File: src/rtl/framing_pkg.sv
// Shared definitions for the framing send/receive path: encoder states,
// VLQ range thresholds, frame sizing constants and the VLQ byte helper.
package framing_pkg;

    typedef enum logic [2:0] {
        ST_COLLECT,
        ST_ENCODE,
        ST_COPY,
        ST_LEN,
        ST_DROP
    } enc_state_t;

    localparam int FRAME_OVERHEAD = 5;
    localparam int MAX_FRAME_LEN  = 63;

    // An n-byte VLQ covers [-2^(7n-2), 3*2^(7n-2)); five bytes cover everything else.
    localparam logic signed [31:0] VLQ1_LO = -32'sd32;
    localparam logic signed [31:0] VLQ1_HI = 32'sd96;
    localparam logic signed [31:0] VLQ2_LO = -32'sd4096;
    localparam logic signed [31:0] VLQ2_HI = 32'sd12288;
    localparam logic signed [31:0] VLQ3_LO = -32'sd524288;
    localparam logic signed [31:0] VLQ3_HI = 32'sd1572864;
    localparam logic signed [31:0] VLQ4_LO = -32'sd67108864;
    localparam logic signed [31:0] VLQ4_HI = 32'sd201326592;

    function automatic logic [7:0] vlqByte(input logic signed [31:0] value,
                                           input logic [2:0] group);
        logic signed [31:0] shifted;
        shifted = value >>> (32'(group) * 32'd7);
        return {group != 3'd0, shifted[6:0]};
    endfunction

endpackage

File: src/rtl/vlq_len.sv
// Combinational byte count of a Klipper-style signed VLQ (or 1 for raw bytes).
// Shared with the receive-side decoder for range checks.
module vlq_len
    import framing_pkg::*;
(
    input  logic [31:0] i_value,
    input  logic        i_raw,
    output logic [2:0]  o_nbytes
);

    logic signed [31:0] w_value;

    assign w_value = $signed(i_value);

    always_comb begin
        o_nbytes = 3'd5;
        if (i_raw) begin
            o_nbytes = 3'd1;
        end else if (w_value >= VLQ1_LO && w_value < VLQ1_HI) begin
            o_nbytes = 3'd1;
        end else if (w_value >= VLQ2_LO && w_value < VLQ2_HI) begin
            o_nbytes = 3'd2;
        end else if (w_value >= VLQ3_LO && w_value < VLQ3_HI) begin
            o_nbytes = 3'd3;
        end else if (w_value >= VLQ4_LO && w_value < VLQ4_HI) begin
            o_nbytes = 3'd4;
        end
    end

endmodule

File: src/rtl/msg_encoder.sv
// Message encoder: VLQ-encodes argument words into a local payload buffer, then
// copies it to the send ring and pushes its length. Optional MSG_ENCODER_STATS_EN adds counters.
module msg_encoder
    import framing_pkg::*;
#(
    parameter int LEN_BITS    = 8,
    parameter int MAX_PAYLOAD = 58,
    parameter int BUF_BITS    = 6
)
(
    input  logic                clk,
    input  logic                clr,
    input  logic                in_valid,
    output logic                in_ready,
    input  logic [31:0]         in_data,
    input  logic                in_raw,
    input  logic                in_last,
    output logic [7:0]          send_ring_data,
    output logic                send_ring_wr_en,
    input  logic                send_ring_full,
    output logic [LEN_BITS-1:0] send_fifo_data,
    output logic                send_fifo_wr_en,
    input  logic                send_fifo_full,
    output logic                error,
`ifdef MSG_ENCODER_STATS_EN
    output logic [15:0]         stat_sent,
    output logic [15:0]         stat_dropped,
`endif
    output logic                busy
);

    localparam int CNT_W = BUF_BITS + 1;
    localparam logic [CNT_W-1:0] MAX_CNT = CNT_W'(MAX_PAYLOAD);

    enc_state_t         r_state;
    logic [CNT_W-1:0]   r_count;
    logic [CNT_W-1:0]   r_rptr;
    logic               r_ovf;
    logic               r_error;
    logic signed [31:0] r_data;
    logic               r_raw;
    logic               r_last;
    logic [2:0]         r_group;
    logic [7:0]         r_buf [2**BUF_BITS];

    logic [2:0]         w_nbytes;
    logic [7:0]         w_byte;
    logic               w_bufFull;
    logic               w_bufWe;
    logic [CNT_W-1:0]   w_rptrNext;

    vlq_len u_vlq_len (
        .i_value  (in_data),
        .i_raw    (in_raw),
        .o_nbytes (w_nbytes)
    );

    assign w_byte     = r_raw ? r_data[7:0] : vlqByte(r_data, r_group);
    assign w_bufFull  = (r_count == MAX_CNT);
    assign w_bufWe    = (r_state == ST_ENCODE) && !w_bufFull;
    assign w_rptrNext = r_rptr + 1'b1;

    always_ff @(posedge clk) begin
        if (clr) begin
            r_state <= ST_COLLECT;
            r_count <= '0;
            r_rptr  <= '0;
            r_ovf   <= 1'b0;
            r_error <= 1'b0;
            r_data  <= '0;
            r_raw   <= 1'b0;
            r_last  <= 1'b0;
            r_group <= '0;
        end else begin
            case (r_state)
                ST_COLLECT: begin
                    if (in_valid) begin
                        r_data  <= $signed(in_data);
                        r_raw   <= in_raw;
                        r_last  <= in_last;
                        r_group <= w_nbytes - 3'd1;
                        r_state <= ST_ENCODE;
                    end
                end
                ST_ENCODE: begin
                    // Once full, bytes are discarded but the group walk continues to the word's end.
                    if (w_bufFull) begin
                        r_ovf <= 1'b1;
                    end else begin
                        r_count <= r_count + 1'b1;
                    end
                    if (r_group == 3'd0) begin
                        if (!r_last) begin
                            r_state <= ST_COLLECT;
                        end else if (r_ovf || w_bufFull) begin
                            r_state <= ST_DROP;
                        end else begin
                            r_state <= ST_COPY;
                        end
                    end else begin
                        r_group <= r_group - 3'd1;
                    end
                end
                ST_COPY: begin
                    if (!send_ring_full) begin
                        r_rptr <= w_rptrNext;
                        if (w_rptrNext == r_count) begin
                            r_state <= ST_LEN;
                        end
                    end
                end
                ST_LEN: begin
                    if (!send_fifo_full) begin
                        r_count <= '0;
                        r_rptr  <= '0;
                        r_state <= ST_COLLECT;
                    end
                end
                ST_DROP: begin
                    r_error <= 1'b1;
                    r_count <= '0;
                    r_ovf   <= 1'b0;
                    r_state <= ST_COLLECT;
                end
                default: begin
                    r_state <= ST_COLLECT;
                end
            endcase
        end
    end

    // Payload storage carries no reset; r_count alone defines which entries are valid.
    always_ff @(posedge clk) begin
        if (w_bufWe) begin
            r_buf[r_count[BUF_BITS-1:0]] <= w_byte;
        end
    end

    assign in_ready        = (r_state == ST_COLLECT);
    assign send_ring_data  = r_buf[r_rptr[BUF_BITS-1:0]];
    assign send_ring_wr_en = (r_state == ST_COPY) && !send_ring_full;
    assign send_fifo_data  = LEN_BITS'(r_count);
    assign send_fifo_wr_en = (r_state == ST_LEN) && !send_fifo_full;
    assign error           = r_error;
    assign busy            = (r_state != ST_COLLECT) || (r_count != '0);

`ifdef MSG_ENCODER_STATS_EN
    logic [15:0] r_statSent;
    logic [15:0] r_statDropped;

    always_ff @(posedge clk) begin
        if (clr) begin
            r_statSent    <= '0;
            r_statDropped <= '0;
        end else begin
            if (send_fifo_wr_en) begin
                r_statSent <= r_statSent + 16'd1;
            end
            if (r_state == ST_DROP) begin
                r_statDropped <= r_statDropped + 16'd1;
            end
        end
    end

    assign stat_sent    = r_statSent;
    assign stat_dropped = r_statDropped;
`endif

endmodule

File: config.mk
export PLATFORM = sky130hd
export DESIGN_NAME = msg_encoder
export DESIGN_NICKNAME = d
export VERILOG_FILES = /design/src/rtl/framing_pkg.sv /design/src/rtl/vlq_len.sv /design/src/rtl/msg_encoder.sv
export SDC_FILE = /design/constraint.sdc
export NUM_CORES = 1
export LEC_CHECK = 0
export CAP_MARGIN = 20
export CORE_MARGIN = 5
export CORE_UTILIZATION = 60
export CTS_CLUSTER_DIAMETER = 120
export DETAILED_ROUTE_END_ITERATION = 8
export PLACE_DENSITY = 0.87
export SLEW_MARGIN = 0
export SYNTH_ARGS = -nofsm -noshare
export SYNTH_HDL_FRONTEND = slang
export SYNTH_SLANG_ARGS = --single-unit
File: constraint.sdc
create_clock -name clk -period 6.87 [get_ports clk]
set_input_delay 1.374 -clock clk [delete_from_list [all_inputs] [get_ports clk]]
set_output_delay 1.374 -clock clk [all_outputs]
set_load 0.03 [all_outputs]
# After elaboration in Yosys (flattened, before gate mapping)
# Memories as Yosys holds them, arrays and structs flattened. A register that Yosys moved wholly into a read port is not among the register bits.
# Cells that the tools add are included.
# totals
register_bits	56
latch_bits	0
ram_bits	512
rom_bits	0
input_bits	39
output_inout_bits	21
word_cells	93
memories	1
# op_classes
n_addsub	4
multipliers	1
div_mod_pow	0
magnitude_cmp	8
n_eq_ne	14
shifts	1
n_mux	28
bitwise_logic	0
n_reduce_logical	27
# mem_list
memory	depth	word_bits	read_ports	rd_clocked_by_memory_dff	wr	line_no	text
r_buf	64	8	1	1	1	msg_encoder.sv:44	logic [7:0] r_buf [2**BUF_BITS];
# op_table
operator	n
3-bit 2-to-1 mux	13
32-bit by 13-bit greater-or-equal comparator with 1-bit output, second input constant	1
32-bit by 20-bit greater-or-equal comparator with 1-bit output, second input constant	1
32-bit by 27-bit greater-or-equal comparator with 1-bit output, second input constant	1
32-bit by 6-bit greater-or-equal comparator with 1-bit output, second input constant	1
32-bit by 15-bit < comparator with 1-bit output, second input constant	1
32-bit by 22-bit < comparator with 1-bit output, second input constant	1
32-bit by 29-bit < comparator with 1-bit output, second input constant	1
32-bit by 8-bit < comparator with 1-bit output, second input constant	1
32-bit by 6-bit >>> shifter with 7-bit output	1
7-bit 2-to-1 mux	3
7-bit one-hot mux with 3 select lines	1
7-bit by 1-bit adder with 7-bit output, second input constant	2
2-bit != test, second input constant	7
7-bit one-hot mux with 2 select lines	1
6-bit 2-to-1 mux	2
3-bit one-hot mux with 4 select lines	1
3-bit AND reduction	3
3-bit nonzero test	3
8-bit 2-to-1 mux	1
7-bit by 6-bit == test with 1-bit output, second input constant	1
7-bit == test	1
1-bit logical AND	7
7-bit nonzero test	1
other kinds (15)	27

# Longest topological paths before layout
# logic_depth
depth_word	10
ltp_mapped	13
depth_no_buf	11

# Hierarchy
# Synthesis repeated with hierarchy kept, for this count alone.
# unflattened
cells_unflattened	1433
hier_area_um2	24195.7
# modules_own_cells
module	n_inst	cells_each	area_per_inst_um2
msg_encoder	1	1398	23975.5
vlq_len	1	35	220.2

# Worst setup path after synthesis
# OpenSTA, ideal clock, no wires.
# synth_timing
path_type	register -> register
start	register r_group[1]
end	memory r_buf[0][2], data pin
setup_time_ps	738
arrival_time_ps	5246
required_ps	6132
path_slack_ps	886
stages_incl_launch_ff	11
period_less_slack_ps	5984
cell_sequence	dfxtp_1 -> fa_1 -> ha_1 -> fa_1 -> xnor2_1 -> buf_2 -> buf_1 -> nand2_1 -> o211ai_1 -> nand3_1 -> a221oi_1
# synth_via
elab_chain_len	3
# synth_rtl
element	line_no	text
start, declared	msg_encoder.sv:43	logic [2:0] r_group;
start signal, assigned	msg_encoder.sv:81	r_group <= w_nbytes - 3'd1;
start signal, assigned	msg_encoder.sv:101	r_group <= r_group - 3'd1;
3-bit by 3-bit multiplier with 6-bit output	framing_pkg.sv:29	shifted = value >>> (32'(group) * 32'd7);
32-bit by 6-bit >>> shifter with 7-bit output	framing_pkg.sv:29	
8-bit 2-to-1 mux	msg_encoder.sv:58	assign w_byte = r_raw ? r_data[7:0] : vlqByte(r_data, r_group);
named net w_byte[2]	msg_encoder.sv:47	logic [7:0] w_byte;
end, declared	msg_encoder.sv:44	
# The timed path passes the listed nets, and every way through them passes these cells.

==> flow_metrics.tcl <==
set metrics [dict create \
    synth_edf_count 512 \
    avgSynthCellArea_um2 16.2 \
    dieWidth_um 213 \
    worst_ep_required_time_ns 5.50 \
    syn_inst 1521 \
    layout_commonest_cell "edfxtp_1" \
    skew_ns 0.0355 \
    routed_wl_um 62900 \
    cp-start-kind "register" \
    async_flop_share_pct 0 \
    multiInputGateArea_um2 7570 \
    io_pins 60 \
    clk_latency_ns 0.63 \
    routedWlPerCell_um 29.4 \
    hold_viol 0 \
    cts-root-buf "clkbuf_16" \
    crit_path_end_kind "output pin" \
    ant_nets 0 \
    finalSetupViolCount 0 \
    slowest_delay_ns 0.76 \
    gp_congestion 0.886 \
    yosysWarnings 0 \
    power_per_cell_area_nw_per_um2 321 \
    synth_area_um2 24700 \
    cts_setup_buffers 0 \
    slowest_stage "dfxtp_4" \
    ys.flop_type "edfxtp_1" \
    post-route-util_pct 67.5 \
    rr_worst_depth 9 \
    whs_path_depth 2 \
    fin_ws_ns 1.28 \
    synth-seq-cells 574 \
    status "complete, no violations" \
    path_clk_slew_ns 0.06 \
    crit_fanout 39 \
    finalNonFillerCells 2142 \
    grt_pass1_vias 14900 \
    drc 0 \
    viasPerCell 7.04 \
    grt_max_degree 76 \
    antenna_found_initial 2 \
    vias 15100 \
    gr-total-overflow 0 \
    drv_slew 0 \
    hold_buffers 0 \
    leakage_nw 8.57 \
    dp_hpwl_um 35300 \
    clk_path_buf_depth 3 \
    regArea_um2 16600 \
    cts_buffers 53 \
    area_delta_synth_final_pct 11.5 \
    synth_cell_types 68 \
    core_area_um2 40700 \
    placed_cells 2041 \
    tightest_slew_ns 1.14 \
    path_cells "buf_4 > mux4_2 > a221oi_1 > o21ai_0 > nand2_1 > a21oi_1 > clkdlybuf4s50_1" \
    critPathKind "register to output pin" \
    fin_crit_sh_pct 81.3 \
    io_buffer_count 58 \
    slew_headroom_pct 23.8 \
    dieArea_um2 45300 \
    die_h_um 213 \
    ctsResizeCount 0 \
    rsz0062_at_grt "false" \
    layout.nets 1620 \
    peakVddDrop_mv 0.245 \
    num_rows 74 \
    synth_nets 1574 \
    nFillCells 2456 \
    worst-r2r-setup-slack_ns 1.94 \
    drt_iter0_drc 2525 \
    htree_levels 2 \
    start_util_pct 60.6 \
    yosysSeqAreaShare_pct 67.3 \
    drv_cap 0 \
    setup_tns_ns 0 \
    layout_min_cycle_time_ns 5.59 \
    cts_tree "yes" \
    layout_common_cells "edfxtp_1, mux4_2, nand2_1, nor2_1, a21oi_1" \
    dp_slack_ns 1.95 \
    worstHoldPathType "register to register" \
    critPathArrivalTime_ns 4.21 \
    cts_sinks 574 \
    fmax_ghz 0.179 \
    grtUsageTotal_pct 27.9 \
    grt_pass1_wl_um 94400 \
    first_pass_iters 6 \
    drive_above_1_share_pct 16.6 \
]
## cells by family after synthesis
logic type	count (synthesis)	synth area share, %
flops	574	67.3
simple gates	380	7.16
mux	216	16.2
compound gates	212	5.46
buf+inv	106	2.41
xor+xnor	18	0.639
fa+ha+maj	14	0.801
other cells	1	0.0152
## sequential cells by signal (all words and copies together), names as in the netlist, named ones only
register  cells
r_buf       512
r_data       32
r_count       7
r_rptr        7
r_group       3
r_state       3
error         1
r_last        1
r_ovf         1
r_raw         1
## power breakdown
group          internal, mW  switching [mW]
Sequential             4.43          0.0435
Combinational         0.372            1.03
Clock                  1.67            1.30
Total                  6.47            2.37
## routing by layer
layer	track usage (%)	routed length, µm	part of all wire, %	vias up
met2	43.5	29700	47	1298
met4	11.1	2820	4.5	4
met5	0	27	0.043	-
met3	8.08	7950	13	240
met1	37.9	22400	36	7405
li1	-	-	-	6128
## cells in the mapped netlist, drive strengths merged (12+ instances only)
| cell type | n | share of area (%) |
|---|---|---|
| dfxtp | 62 | 5.0 |
| mux4 | 142 | 13 |
| a21oi | 76 | 1.5 |
| a221oi | 12 | 0.43 |
| o21ai | 40 | 0.81 |
| mux2i | 56 | 2.3 |
| edfxtp | 512 | 62 |
| nor2b | 28 | 0.71 |
| mux2 | 18 | 0.82 |
| nor3 | 20 | 0.41 |
| clkbuf | 30 | 0.46 |
| inv | 13 | 0.20 |
| nand2 | 126 | 1.9 |
| a211oi | 14 | 0.43 |
| nor2 | 111 | 1.7 |
| buf | 62 | 1.7 |
| nand3 | 23 | 0.47 |
## critical path, delay by kind of cell, from the launching register on
kind / cells / cell delay [ns]
flip-flops: 1 / 0.76
multiplexers: 1 / 0.60
buffers and inverters: 2 / 1.32
AO/OA/AOI/OAI: 3 / 0.68
AND/OR/NAND/NOR: 1 / 0.17
## through the flow
step,hold WS (ns),total power [mW],instance area (µm²)
detailed placement,0.461,5.88,25700
global placement,0.444,5.79,25700
floorplan,0.433,5.37,24700
CTS,0.470,8.80,27500
finish,0.472,8.84,27500
global route,0.499,9.09,27500
## cell type report
cell class	instances	share of cell area [%]
clock inverter	21	0.928
timing repair buffer	83	3.09
clock buffer	76	5.43
tap	532	2.42
multi-input combinational	841	27.5
sequential	574	60.4
inverter	14	0.191
antenna	1	0.00909
## path summary, 6_finish.rpt
kind / start / end
max: register / send_ring_data[1]
min: r_last / r_last
max reg2reg: r_group[0] / r_buf[13][6]
min reg2reg: r_last / r_last
(Power assumes the default switching activity.)
